===== src/rtl/bnn_conv3x3_stream_if.sv =====
// bnn_conv3x3_stream_if: run/busy control plus input SRAM, output SRAM and weight memory ports of the conv engine.
interface bnn_conv3x3_stream_if #(
  parameter int DATA_W = 16,
  parameter int ADDR_W = 12
);
  logic              dut_run;
  logic              dut_busy;
  logic [ADDR_W-1:0] dut_sram_read_address;
  logic [DATA_W-1:0] sram_dut_read_data;
  logic [ADDR_W-1:0] dut_sram_write_address;
  logic [DATA_W-1:0] dut_sram_write_data;
  logic              dut_sram_write_enable;
  logic [ADDR_W-1:0] dut_wmem_read_address;
  logic [DATA_W-1:0] wmem_dut_read_data;
  modport master (
    input  dut_run, sram_dut_read_data, wmem_dut_read_data,
    output dut_busy, dut_sram_read_address, dut_sram_write_address,
           dut_sram_write_data, dut_sram_write_enable, dut_wmem_read_address
  );
  modport slave (
    output dut_run, sram_dut_read_data, wmem_dut_read_data,
    input  dut_busy, dut_sram_read_address, dut_sram_write_address,
           dut_sram_write_data, dut_sram_write_enable, dut_wmem_read_address
  );
endinterface


===== src/rtl/bnn_conv3x3_stream.sv =====
// bnn_conv3x3_stream: XNOR/popcount 3x3 binary convolution over a header-delimited image list.
// Define BNN_IMG_COUNT_EN to add the img_count output (completed images in the current run).
module bnn_conv3x3_stream #(
  parameter int                DATA_W      = 16,
  parameter int                ADDR_W      = 12,
  parameter int                THRESH      = 5,
  parameter int                WEIGHT_BASE = 0,
  parameter logic [DATA_W-1:0] TERM_WORD   = 'h00FF
) (
  input  logic clk,
  input  logic reset_b,
  bnn_conv3x3_stream_if.master bus
`ifdef BNN_IMG_COUNT_EN
  ,
  output logic [7:0] img_count
`endif
);
  typedef enum logic [2:0] {IDLE, HDR, FILL, STREAM, DONE} state_t;
  state_t st, nxt;
  logic ph, busy, rv, cv, we, hok, run, unused_ok;
  logic [4:0] n, ri, rn, hn;
  logic [8:0] kern, win;
  logic [DATA_W-1:0] r0, r1, r2, wd, conv, rdata;
  logic [ADDR_W-1:0] ra, wa, wm;

  assign run = bus.dut_run;
  assign rdata = bus.sram_dut_read_data;
  assign hn = rdata[4:0];
  assign hok = rdata != TERM_WORD && hn >= 5'd3 && 32'(hn) <= DATA_W;
  assign unused_ok = &{1'b0, bus.wmem_dut_read_data[DATA_W-1:9]};
  assign bus.dut_busy = busy;
  assign bus.dut_sram_read_address = ra;
  assign bus.dut_sram_write_address = wa;
  assign bus.dut_sram_write_data = wd;
  assign bus.dut_sram_write_enable = we;
  assign bus.dut_wmem_read_address = wm;

  always_ff @(posedge clk or negedge reset_b)
    if (!reset_b) st <= IDLE;
    else st <= nxt;

  always_comb begin
    nxt = st;
    case (st)
      IDLE:    nxt = run ? HDR : IDLE;
      HDR:     nxt = !ph ? HDR : hok ? FILL : DONE;
      FILL:    nxt = ri != 5'd2 ? FILL : n == 5'd3 ? HDR : STREAM;
      STREAM:  nxt = ri == n - 5'd1 ? HDR : STREAM;
      DONE:    nxt = IDLE;
      default: nxt = IDLE;
    endcase
  end

  // r0/r1/r2 hold the three most recent rows, oldest in r0; bits beyond N-3 are masked off.
  always_comb begin
    conv = '0;
    win = '0;
    for (int j = 0; j < DATA_W - 2; j++) begin
      win = {r2[j+2 -: 3], r1[j+2 -: 3], r0[j+2 -: 3]};
      conv[j] = ($countones(~(win ^ kern)) >= THRESH) && (j <= int'(n) - 3);
    end
  end

  // Header/kernel data returns in the second HDR cycle (ph=1); rows stream one per cycle.
  always_ff @(posedge clk or negedge reset_b)
    if (!reset_b) begin
      {ph, busy, rv, cv, we} <= '0;
      {n, ri, rn} <= '0;
      kern <= '0;
      {r0, r1, r2, wd} <= '0;
      {ra, wa, wm} <= '0;
    end else begin
      rv <= st == FILL || st == STREAM;
      cv <= rv && rn >= 5'd2;
      we <= cv;
      if (cv) wd <= conv;
      if (we) wa <= wa + ADDR_W'(1);
      if (rv) begin
        r0 <= r1;
        r1 <= r2;
        r2 <= rdata;
        rn <= rn + 5'd1;
      end
      if (st == IDLE && run) begin
        busy <= 1'b1;
        ra <= '0;
        wa <= '0;
        wm <= ADDR_W'(WEIGHT_BASE);
      end
      if (st == HDR) ph <= ~ph;
      if (st == HDR && ph && hok) begin
        n <= hn;
        kern <= bus.wmem_dut_read_data[8:0];
        ra <= ra + ADDR_W'(1);
        ri <= '0;
        rn <= '0;
        wm <= wm + ADDR_W'(1);
      end
      if (st == FILL || st == STREAM) begin
        ra <= ra + ADDR_W'(1);
        ri <= ri + 5'd1;
      end
      if (st == DONE) busy <= 1'b0;
    end

`ifdef BNN_IMG_COUNT_EN
  logic cl, wl;
  always_ff @(posedge clk or negedge reset_b)
    if (!reset_b) begin
      {cl, wl} <= '0;
      img_count <= '0;
    end else begin
      cl <= rv && rn == n - 5'd1;
      wl <= cv && cl;
      img_count <= (st == IDLE && run) ? 8'd0 : img_count + 8'(we && wl);
    end
`endif
endmodule


===== src/flat_wrapper.sv =====
// flat-port wrapper written by rule: the top's interface ports become plain ports
module bnn_conv3x3_stream_flat 
#(
  parameter int                DATA_W      = 16,
  parameter int                ADDR_W      = 12,
  parameter int                THRESH      = 5,
  parameter int                WEIGHT_BASE = 0,
  parameter logic [DATA_W-1:0] TERM_WORD   = 'h00FF
)
  (clk, reset_b, bus_dut_run, bus_sram_dut_read_data, bus_wmem_dut_read_data, bus_dut_busy, bus_dut_sram_read_address, bus_dut_sram_write_address, bus_dut_sram_write_data, bus_dut_sram_write_enable, bus_dut_wmem_read_address);
  bnn_conv3x3_stream_if #(.DATA_W(DATA_W), .ADDR_W(ADDR_W)) bus_i ();
  input  logic clk;
  input  logic reset_b;
  input wire logic [$bits(bus_i.dut_run)-1:0] bus_dut_run;
  input wire logic [$bits(bus_i.sram_dut_read_data)-1:0] bus_sram_dut_read_data;
  input wire logic [$bits(bus_i.wmem_dut_read_data)-1:0] bus_wmem_dut_read_data;
  output wire logic [$bits(bus_i.dut_busy)-1:0] bus_dut_busy;
  output wire logic [$bits(bus_i.dut_sram_read_address)-1:0] bus_dut_sram_read_address;
  output wire logic [$bits(bus_i.dut_sram_write_address)-1:0] bus_dut_sram_write_address;
  output wire logic [$bits(bus_i.dut_sram_write_data)-1:0] bus_dut_sram_write_data;
  output wire logic [$bits(bus_i.dut_sram_write_enable)-1:0] bus_dut_sram_write_enable;
  output wire logic [$bits(bus_i.dut_wmem_read_address)-1:0] bus_dut_wmem_read_address;
  assign bus_i.dut_run = bus_dut_run;
  assign bus_i.sram_dut_read_data = bus_sram_dut_read_data;
  assign bus_i.wmem_dut_read_data = bus_wmem_dut_read_data;
  assign bus_dut_busy = bus_i.dut_busy;
  assign bus_dut_sram_read_address = bus_i.dut_sram_read_address;
  assign bus_dut_sram_write_address = bus_i.dut_sram_write_address;
  assign bus_dut_sram_write_data = bus_i.dut_sram_write_data;
  assign bus_dut_sram_write_enable = bus_i.dut_sram_write_enable;
  assign bus_dut_wmem_read_address = bus_i.dut_wmem_read_address;
  bnn_conv3x3_stream #(.DATA_W(DATA_W), .ADDR_W(ADDR_W), .THRESH(THRESH), .WEIGHT_BASE(WEIGHT_BASE), .TERM_WORD(TERM_WORD)) u_core (.clk(clk), .reset_b(reset_b), .bus(bus_i));
endmodule

===== config.mk =====
export PLATFORM = sky130hd
export DESIGN_NAME = bnn_conv3x3_stream_flat
export DESIGN_NICKNAME = d
export VERILOG_FILES = /design/src/rtl/bnn_conv3x3_stream_if.sv /design/src/rtl/bnn_conv3x3_stream.sv /design/src/flat_wrapper.sv
export SDC_FILE = /design/constraint.sdc
export NUM_CORES = 1
export LEC_CHECK = 0
export CAP_MARGIN = 20
export CELL_PAD_IN_SITES_DETAIL_PLACEMENT = 1
export CELL_PAD_IN_SITES_GLOBAL_PLACEMENT = 2
export CORE_AREA = 2 2 162 164
export DETAILED_ROUTE_END_ITERATION = 8
export DIE_AREA = 0 0 164 166
export PLACE_DENSITY_LB_ADDON = 0.1
export SYNTH_ARGS = -nofsm -noshare
export SYNTH_HDL_FRONTEND = slang
export SYNTH_SLANG_ARGS = --single-unit

===== constraint.sdc =====
create_clock -name clk -period 4.98 [get_ports clk]
set_input_delay 0.498 -clock clk [delete_from_list [all_inputs] [get_ports clk]]
set_output_delay 0.498 -clock clk [all_outputs]
set_load 0.02 [all_outputs]

# Word level (Yosys, flattened, before mapping)
# Index checks and enable logic that the tools add are counted.
[totals]
register_bits = 130
wordCells = 251
[op_classes]
n_addsub = 119
order_cmp = 31
n_eq_ne = 8
n_mux = 19
bitwise = 29
reduce_logical = 28
[ops]
columns = ["cell", "count"]
rows = [
  ["$add A32 B32 Y32", 42],
  ["$add A32 B1 Y32", 14],
  ["$ge A32 B4 Y1 const B", 14],
  ["$le A5 B32 Y1 const A", 6],
  ["$le A4 B32 Y1 const A", 4],
  ["$not A9 Y9", 14],
  ["$xor A9 B9 Y9", 14],
  ["$add A1 B1 Y2", 56],
  ["$mux W12", 6],
  ["$le A3 B32 Y1 const A", 2],
  ["$add A12 B1 Y12 const B", 3],
  ["$le A1 B32 Y1 const A", 1],
  ["$le A2 B32 Y1 const A", 1],
  ["$logic_and A1 B1 Y1", 20],
  ["$mux W5", 4],
  ["$ne A16 B8 Y1 const B", 1],
  ["$pmux W3 S4", 1],
  ["$add A5 B1 Y5 const B", 2],
  ["$ge A5 B2 Y1 const B", 2],
  ["$reduce_bool A2 Y1", 5],
  ["$mux W3", 3],
  ["$eq A3 B2 Y1 const B", 2],
  ["$sub A5 B2 Y6 const B", 1],
  ["$eq A5 B2 Y1 const B", 1],
  ["other kinds (12)", 15],
]

# Longest topological paths before layout
# Gate-level depths: netlist of the first run.
[depth]
ltp_word = 8
mapped_depth = 14

# Worst setup path after synthesis of the first run
# Ideal clock, no wire load.
[synth_timing]
path_kind = "reg-to-reg"
from = "register u_core.kern[6]"
to = "register u_core.wd[2] (netlist: u_core.bus.dut_sram_write_data[2])"
arrival_time_ps = 3494
required_ps = 4855
setup_slack_ps = 1361
path_stages_with_launch = 14
path_cell_list = "dfrtp_1 > clkbuf_1 > clkbuf_1 > xnor2_1 > ha_1 > fa_1 > inv_1 > fa_1 > inv_1 > ha_1 > fa_1 > a21oi_1 > a211oi_1 > mux2_2"
[synth_via]
elab_chain_len = 8
[synth_lines]
columns = ["item", "line_no", "source"]
rows = [
  ["start, declared", "bnn_conv3x3_stream.sv:22", "logic [8:0] kern, win;"],
  ["start signal, assigned", "bnn_conv3x3_stream.sv:93", "kern <= bus.wmem_dut_read_data[8:0];"],
  ["$xor A9 B9 Y9", "bnn_conv3x3_stream.sv:60", "conv[j] = ($countones(~(win ^ kern)) >= THRESH) && (j <= int'(n) - 3);"],
  ["$not A9 Y9", "bnn_conv3x3_stream.sv:60", ""],
  ["$add A1 B1 Y2 (implied by the code)", "bnn_conv3x3_stream.sv:60", ""],
  ["$add A32 B32 Y32 (implied by the code) (2 in a row)", "bnn_conv3x3_stream.sv:60", ""],
  ["$add A32 B1 Y32 (implied by the code)", "bnn_conv3x3_stream.sv:60", ""],
  ["$ge A32 B4 Y1", "bnn_conv3x3_stream.sv:60", ""],
  ["$logic_and A1 B1 Y1", "bnn_conv3x3_stream.sv:60", ""],
  ["end signal, assigned", "bnn_conv3x3_stream.sv:76", "if (cv) wd <= conv;"],
  ["end, declared", "bnn_conv3x3_stream.sv:23", "logic [DATA_W-1:0] r0, r1, r2, wd, conv, rdata;"],
]
# Every way passes these cells.
# A chain may end at the register's enable or synchronous reset.

# Worst setup path after layout of the first run
[layout_timing]
from = "register u_core.kern[6]"
to = "register u_core.wd[8] (netlist: u_core.bus.dut_sram_write_data[8])"
# Same word-level chain as after synthesis.

==> summary.md, run 1 <==
| Metric | Value |
|---|---|
| DP Wirelength | `17,300 µm` |
| Slew Limit Fails | `0` |
| Post-CTS setup buffers | `0` |
| Vias/cell | `5.01` |
| DR iter-0 viols | `237` |
| CTS clk-pin slew, worst paths | `70 ps` |
| Post-synth ARST share | `100%` |
| Fill cell count | `2,795` |
| DRC Markers | `0` |
| Fin crit period | `3880 ps` |
| Multi-input logic area | `6160 µm²` |
| Mapped Avg Cell Area | `10.9 µm²` |
| FF+latch count, synth | `130` |
| Die area | `27,200 µm²` |
| Later-pin clock latency in the skew report | `430 ps` |
| Die X-Extent | `164 µm` |
| First-pass GRT wire length | `40,300 µm` |
| DR WL/cell | `18.4 µm` |
| Core area | `25,600 µm²` |
| Final Hold Slack | `484 ps` |
| Final Setup Violations | `0` |
| Worst R2R Path Depth | `12` |
| Highest clock rate | `258 MHz` |
| Worst EP arrival | `4190 ps` |
| Worst-margin pin slew | `1080 ps` |
| RSZ-0062 raised after global routing | `no` |
| Io pins | `89` |
| Status | `finished clean` |
| Detailed Routing Iterations Pass 1 | `4` |
| Register area | `3250 µm²` |
| Sequential-to-total area share from yosys stat | `33.1%` |
| IO buf count | `79` |
| Max Root-Sink Buffers | `2` |
| Number of global-route vias before repair | `7,389` |
| Max Cap Viol | `0` |
| Routed via count | `6,611` |
| Yosys warning count | `0` |
| Count of cell types in the netlist | `59` |
| Setup slack after layout | `1100 ps` |
| Layout Utilization | `45.0%` |
| CTS Root Cell | `clkbuf_16` |
| Synthesized cell area | `9820 µm²` |
| Number of synthesized flops with an enable pin | `0` |
| DP Worst Slack | `1020 ps` |
| Row count | `59` |
| Critical path capture point type | `flip-flop` |
| Post-CTS Resized | `0` |
| TritonCTS clock tree | `done` |
| Largest net degree at the start of global routing | `53` |
| Layout area overhead | `17.4%` |
| Routability Congestion | `0.768` |
| Post-Route WL | `24,200 µm` |
| Worst Path Required | `5290 ps` |
| Antenna Nets Post-Route | `0` |
| Skew final | `13.0 ps` |
| Primary FF master, synth | `dfrtp_1` |
| DIE HEIGHT | `166 µm` |
| Overflow after GRT | `0` |
| Starting Density | `38.3%` |
| Worst relative slew slack | `28.2%` |
| H-tree Lvls | `4` |
| Total Routing Usage GR | `19.1%` |
| Post-route clock period utilization | `77.9%` |
| Syn Inst Count | `903` |
| CTS Sinks | `130` |
| Initial antenna violation count | `0` |
| Fin. Hold Viols | `0` |
| HP Class | `reg -> reg` |
| Layout cells sized above 1 | `11.9%` |
| Hold Path Stages | `1` |
| CP max FO | `10` |
| Cts bufs inserted | `17` |
| Worst setup SP type | `flip-flop` |
| Layout Nets | `1,159` |
| Crit Path Class | `reg -> reg` |
| Setup TNS | `0 ps` |
layout by cell type (no fill, tap or decap), types with 17 or more instances in the layout:
cell type / instances
xnor2_1: 121
o21ai_0: 31
xor2_1: 32
a21oi_1: 32
dfrtp_1: 129
fa_1: 70
clkdlybuf4s50_1: 78
inv_1: 53
clkbuf_16: 17
nand2_1: 74
nor2_1: 38
mux2_2: 59
ha_1: 83
metrics by stage:
step / instances / instance area [µm²]
after global routing: 1319 / 11500
final: 1320 / 11500
after CTS: 1319 / 11500
after global placement: 1286 / 10900
after floorplan: 904 / 9830
after detailed placement: 1286 / 10900
cell type report:
class | instances | share of cell area (%)
clock inverters | 14 | 1.18
repair buffers | 96 | 7.99
well taps | 335 | 3.63
inverters | 53 | 1.72
multi-input cells | 673 | 53.4
clock buffers | 18 | 3.81
flip-flops and latches | 130 | 28.2
diodes | 1 | 0.0217
worst max-delay path: stages, from the launching register on:
cell     delay [ps]
dfrtp_1         820
buf_4           290
xnor2_1          90
ha_1            330
fa_1            550
inv_1            60
fa_1            410
inv_1            60
ha_1            150
fa_1            410
a21oi_1         250
nor2_1           70
mux2_2          270
path summary, 6_finish.rpt:
kind	slack [ps]	start	end
setup / recovery	1100	u_core.kern[6]	u_core.bus.dut_sram_write_data[8]
hold / removal	480	u_core.bus.dut_sram_read_address[11]	u_core.bus.dut_sram_read_address[11]
setup reg to reg	1100	u_core.kern[6]	u_core.bus.dut_sram_write_data[8]
hold reg to reg	480	u_core.bus.dut_sram_read_address[11]	u_core.bus.dut_sram_read_address[11]
max in group asynchronous	3440	reset_b	u_core.rv
min in group asynchronous	490	reset_b	u_core.bus.dut_sram_read_address[8]
sequential cells by signal, indices dropped and copies added, names as in the netlist:
| name | cells |
|---|---|
| u_core.n | 5 |
| u_core.r0 | 16 |
| u_core.bus.dut_sram_write_address | 12 |
| u_core.r1 | 16 |
| u_core.bus.dut_sram_write_enable | 1 |
| u_core.bus.dut_sram_write_data | 14 |
| u_core.cv | 1 |
| u_core.rv | 1 |
| u_core.ph | 1 |
| u_core.bus.dut_busy | 1 |
| u_core.ri | 5 |
| u_core.r2 | 16 |
| u_core.bus.dut_sram_read_address | 12 |
| u_core.kern | 9 |
| u_core.rn | 5 |
| u_core.st | 3 |
| u_core.bus.dut_wmem_read_address | 12 |
cell families (layout without fill, tap and decap cells):
family                     after synthesis  count (layout)  synth area share, %
other                                    1               3               0.0382
buffers and inverters                  101             181                 4.27
muxes                                   69              69                 7.91
AOI/OAI and AO/OA                       98              98                 6.28
DFF                                    130             130                 33.1
and+or+nand+nor                        198             198                 9.90
xor gates and xnor gates               153             153                 13.6
adders and majority gates              153             153                 24.8
per-layer routing:
layer  vias up  GRT usage [%]  wire length, µm
met4         0           4.04              175
met3        13           3.25              487
li1       3146              -                -
met5         -              0                0
met2        64           33.1            12400
met1      3388           25.0            11200
synth_stat cells (all sizes together), types with 2 or more instances:
cell type	instances	area [µm²]
fa	70	1400
buf	16	100
nand2	74	278
o21ai	32	160
xor2	32	280
nand3	14	70.1
nor3b	4	30.0
a211oi	5	37.5
and2	2	12.5
dfrtp	130	3250
a211o	4	35.0
xnor2	121	1060
ha	83	1040
a21o	3	22.5
o41ai	2	25.0
and3	6	37.5
nand4	13	81.3
o211ai	3	22.5
clkbuf	32	120
nand2b	16	100
a22o	3	26.3
nor2	39	146
nand3b	2	15.0
mux2	59	664
nor3	11	60.1
nor4b	3	26.3
or3	4	25.0
a21boi	2	15.0
a21oi	32	160
nor4	2	27.5
mux2i	10	113
a31oi	4	25.0
inv	53	199
or2	2	12.5
timing repair:
action / CTS / global route
hold buffers: 1 / 0
setup endpoints to repair: 0 / 0
endpoints found under the hold margin: 27 / 0
Power of run 1 is left out: the tool's default activity adds up to more than one toggle a clock period on the data nets, which glitch-free logic cannot reach.
==> run 2, diff against run 1 <==
--- a/config.mk
+++ b/config.mk
@@ -8,9 +8,9 @@
 export CAP_MARGIN = 20
 export CELL_PAD_IN_SITES_DETAIL_PLACEMENT = 1
 export CELL_PAD_IN_SITES_GLOBAL_PLACEMENT = 2
-export CORE_AREA = 2 2 162 164
+export CORE_AREA = 2 2 171 173
 export DETAILED_ROUTE_END_ITERATION = 8
-export DIE_AREA = 0 0 164 166
+export DIE_AREA = 0 0 173 175
 export PLACE_DENSITY_LB_ADDON = 0.1
 export SYNTH_ARGS = -nofsm -noshare
 export SYNTH_HDL_FRONTEND = slang
==> constraint.sdc (replaced) <==
create_clock -name clk -period 3.2 [get_ports clk]
set_input_delay 0.32 -clock clk [delete_from_list [all_inputs] [get_ports clk]]
set_output_delay 0.32 -clock clk [all_outputs]
set_load 0.02 [all_outputs]
==> summary.md, run 2 (same netlist as run 1, synthesis figures left out) <==
| Metric | Value |
|---|---|
| Status | `finished, violations left` |
| Failing checks | `negative setup slack` |
| Core area | `28,400 µm²` |
| Worst r2r dst | `u_core.bus.dut_sram_write_data[10]` |
| Setup slack after layout | `-314 ps` |
| First-pass GRT wire length | `44,300 µm` |
| Detailed Routing Iterations Pass 1 | `4` |
| CTS Sinks | `130` |
| Overflow after GRT | `0` |
| Slew Limit Fails | `0` |
| Worst Path Required | `3520 ps` |
| Initial antenna violation count | `0` |
| DP Cell Count | `1,407` |
| Number of global-route vias before repair | `7,871` |
| CTS clk-pin slew, worst paths | `70 ps` |
| Routed via count | `7,001` |
| Critical path capture point type | `flip-flop` |
| H-tree Lvls | `4` |
| Post-route clock period utilization | `110%` |
| Post-Route WL | `27,700 µm` |
| Worst relative slew slack | `26.1%` |
| Hold Path Sink | `u_core.kern[4]` |
| Cts bufs inserted | `17` |
| Max Root-Sink Buffers | `2` |
| Final Setup Violations | `14` |
| Worst setup SP type | `flip-flop` |
| Antenna Nets Post-Route | `0` |
| Worst EP arrival | `3830 ps` |
| Largest net degree at the start of global routing | `66` |
| Hold Startpoint | `bus_wmem_dut_read_data[4]` |
| Most common cell after layout, fill and taps aside | `dfrtp_1` |
| Die X-Extent | `173 µm` |
| Layout Utilization | `46.0%` |
| Worst r2r src | `u_core.kern[7]` |
| Layout cells sized above 1 | `29.1%` |
| CTS Root Cell | `clkbuf_16` |
| Max Cap Viol | `0` |
| Setup TNS | `-3270 ps` |
| DRC Markers | `0` |
| TritonCTS clock tree | `done` |
| RSZ-0062 raised after global routing | `yes` |
| Fin crit period | `3510 ps` |
| Row count | `62` |
| DR WL/cell | `19.1 µm` |
| Routability Congestion | `0.768` |
| Crit Path Class | `reg -> reg` |
| Final Instance Count excl. Fillers | `1,453` |
| Most frequent cells in the layout | `124 x dfrtp_1, 87 x xnor2_1, 78 x clkdlybuf4s50_1, 78 x buf_4, 74 x nand2_1` |
| Hold Path Stages | `3` |
| Worst R2R Path Depth | `11` |
| Io pins | `89` |
| Worst-margin pin slew | `1110 ps` |
| DP Wirelength | `20,000 µm` |
| DR iter-0 viols | `231` |
| Total Routing Usage GR | `19.0%` |
| Die area | `30,300 µm²` |
| FF-to-FF setup slack | `-310 ps` |
| Biggest regs | `u_core.r0 (16), u_core.r1 (16), u_core.r2 (16)` |
| Vias/cell | `4.82` |
| Final Hold Slack | `411 ps` |
| Layout area overhead | `32.9%` |
| # diodes | `0` |
| CP max FO | `6` |
| DIE HEIGHT | `175 µm` |
| Fin. Hold Viols | `0` |
| IO buf count | `79` |
| Starting Density | `34.6%` |
| Layout Nets | `1,244` |
| Skew final | `12.1 ps` |
| HP Class | `in -> reg` |
| Later-pin clock latency in the skew report | `440 ps` |
| Highest clock rate | `285 MHz` |
-- run 2: area by class of cell --
cell class	instances	area, µm²
clock inverters	14	175
fillers	3033	15300
inverters	53	199
clock buffers	18	429
well taps	384	480
repair buffers	181	1730
flip-flops and latches	130	3260
multi-input cells	673	6780
-- run 2: critical path: stages, from the launching register on --
cell and delay (ps):
dfrtp_2 460, buf_12 160, buf_4 160, xnor2_2 140, ha_1 220, fa_1 490, fa_1 550, ha_4 190
fa_1 460, a21oi_2 240, a211oi_2 50, mux2_4 280
-- run 2: repair_timing --
action / in CTS / in global routing
endpoints found under the setup margin: 14 / 14
gates resized for setup: 60 / 80
gates cloned: 0 / 1
hold endpoints to repair: 61 / 0
hold buffers: 1 / 0
setup buffers: 9 / 8
pin swaps: 31 / 76
-- run 2: worst max path at each step --
stage                   startpoint                                 end  cells past startpoint
floorplan           u_core.kern[1]  u_core.bus.dut_sram_write_data[10]                     11
global placement    u_core.kern[1]  u_core.bus.dut_sram_write_data[11]                     13
detailed placement  u_core.kern[1]  u_core.bus.dut_sram_write_data[11]                     13
CTS                 u_core.kern[7]  u_core.bus.dut_sram_write_data[10]                     13
global route        u_core.kern[4]   u_core.bus.dut_sram_write_data[8]                     13
finish              u_core.kern[7]  u_core.bus.dut_sram_write_data[10]                     11
-- run 2: metal layers --
layer,vias to the layer above,track usage (%),wire length (µm)
li1,3323,-,-
met1,3605,24.7,12600
met2,53,32.5,14300
met3,20,3.72,497
met4,0,4.52,312
met5,-,0,0
-- run 2: per-stage QoR --
stage | cell area, µm² | setup WS [ps]
2_1_floorplan | 10000 | -14.5
3_3_place_gp | 11700 | -388
3_5_place_dp | 11700 | -395
4_1_cts | 12600 | -293
5_1_grt | 13100 | -440
6_report | 13100 | -314
Power of run 2 is left out for the same reason.
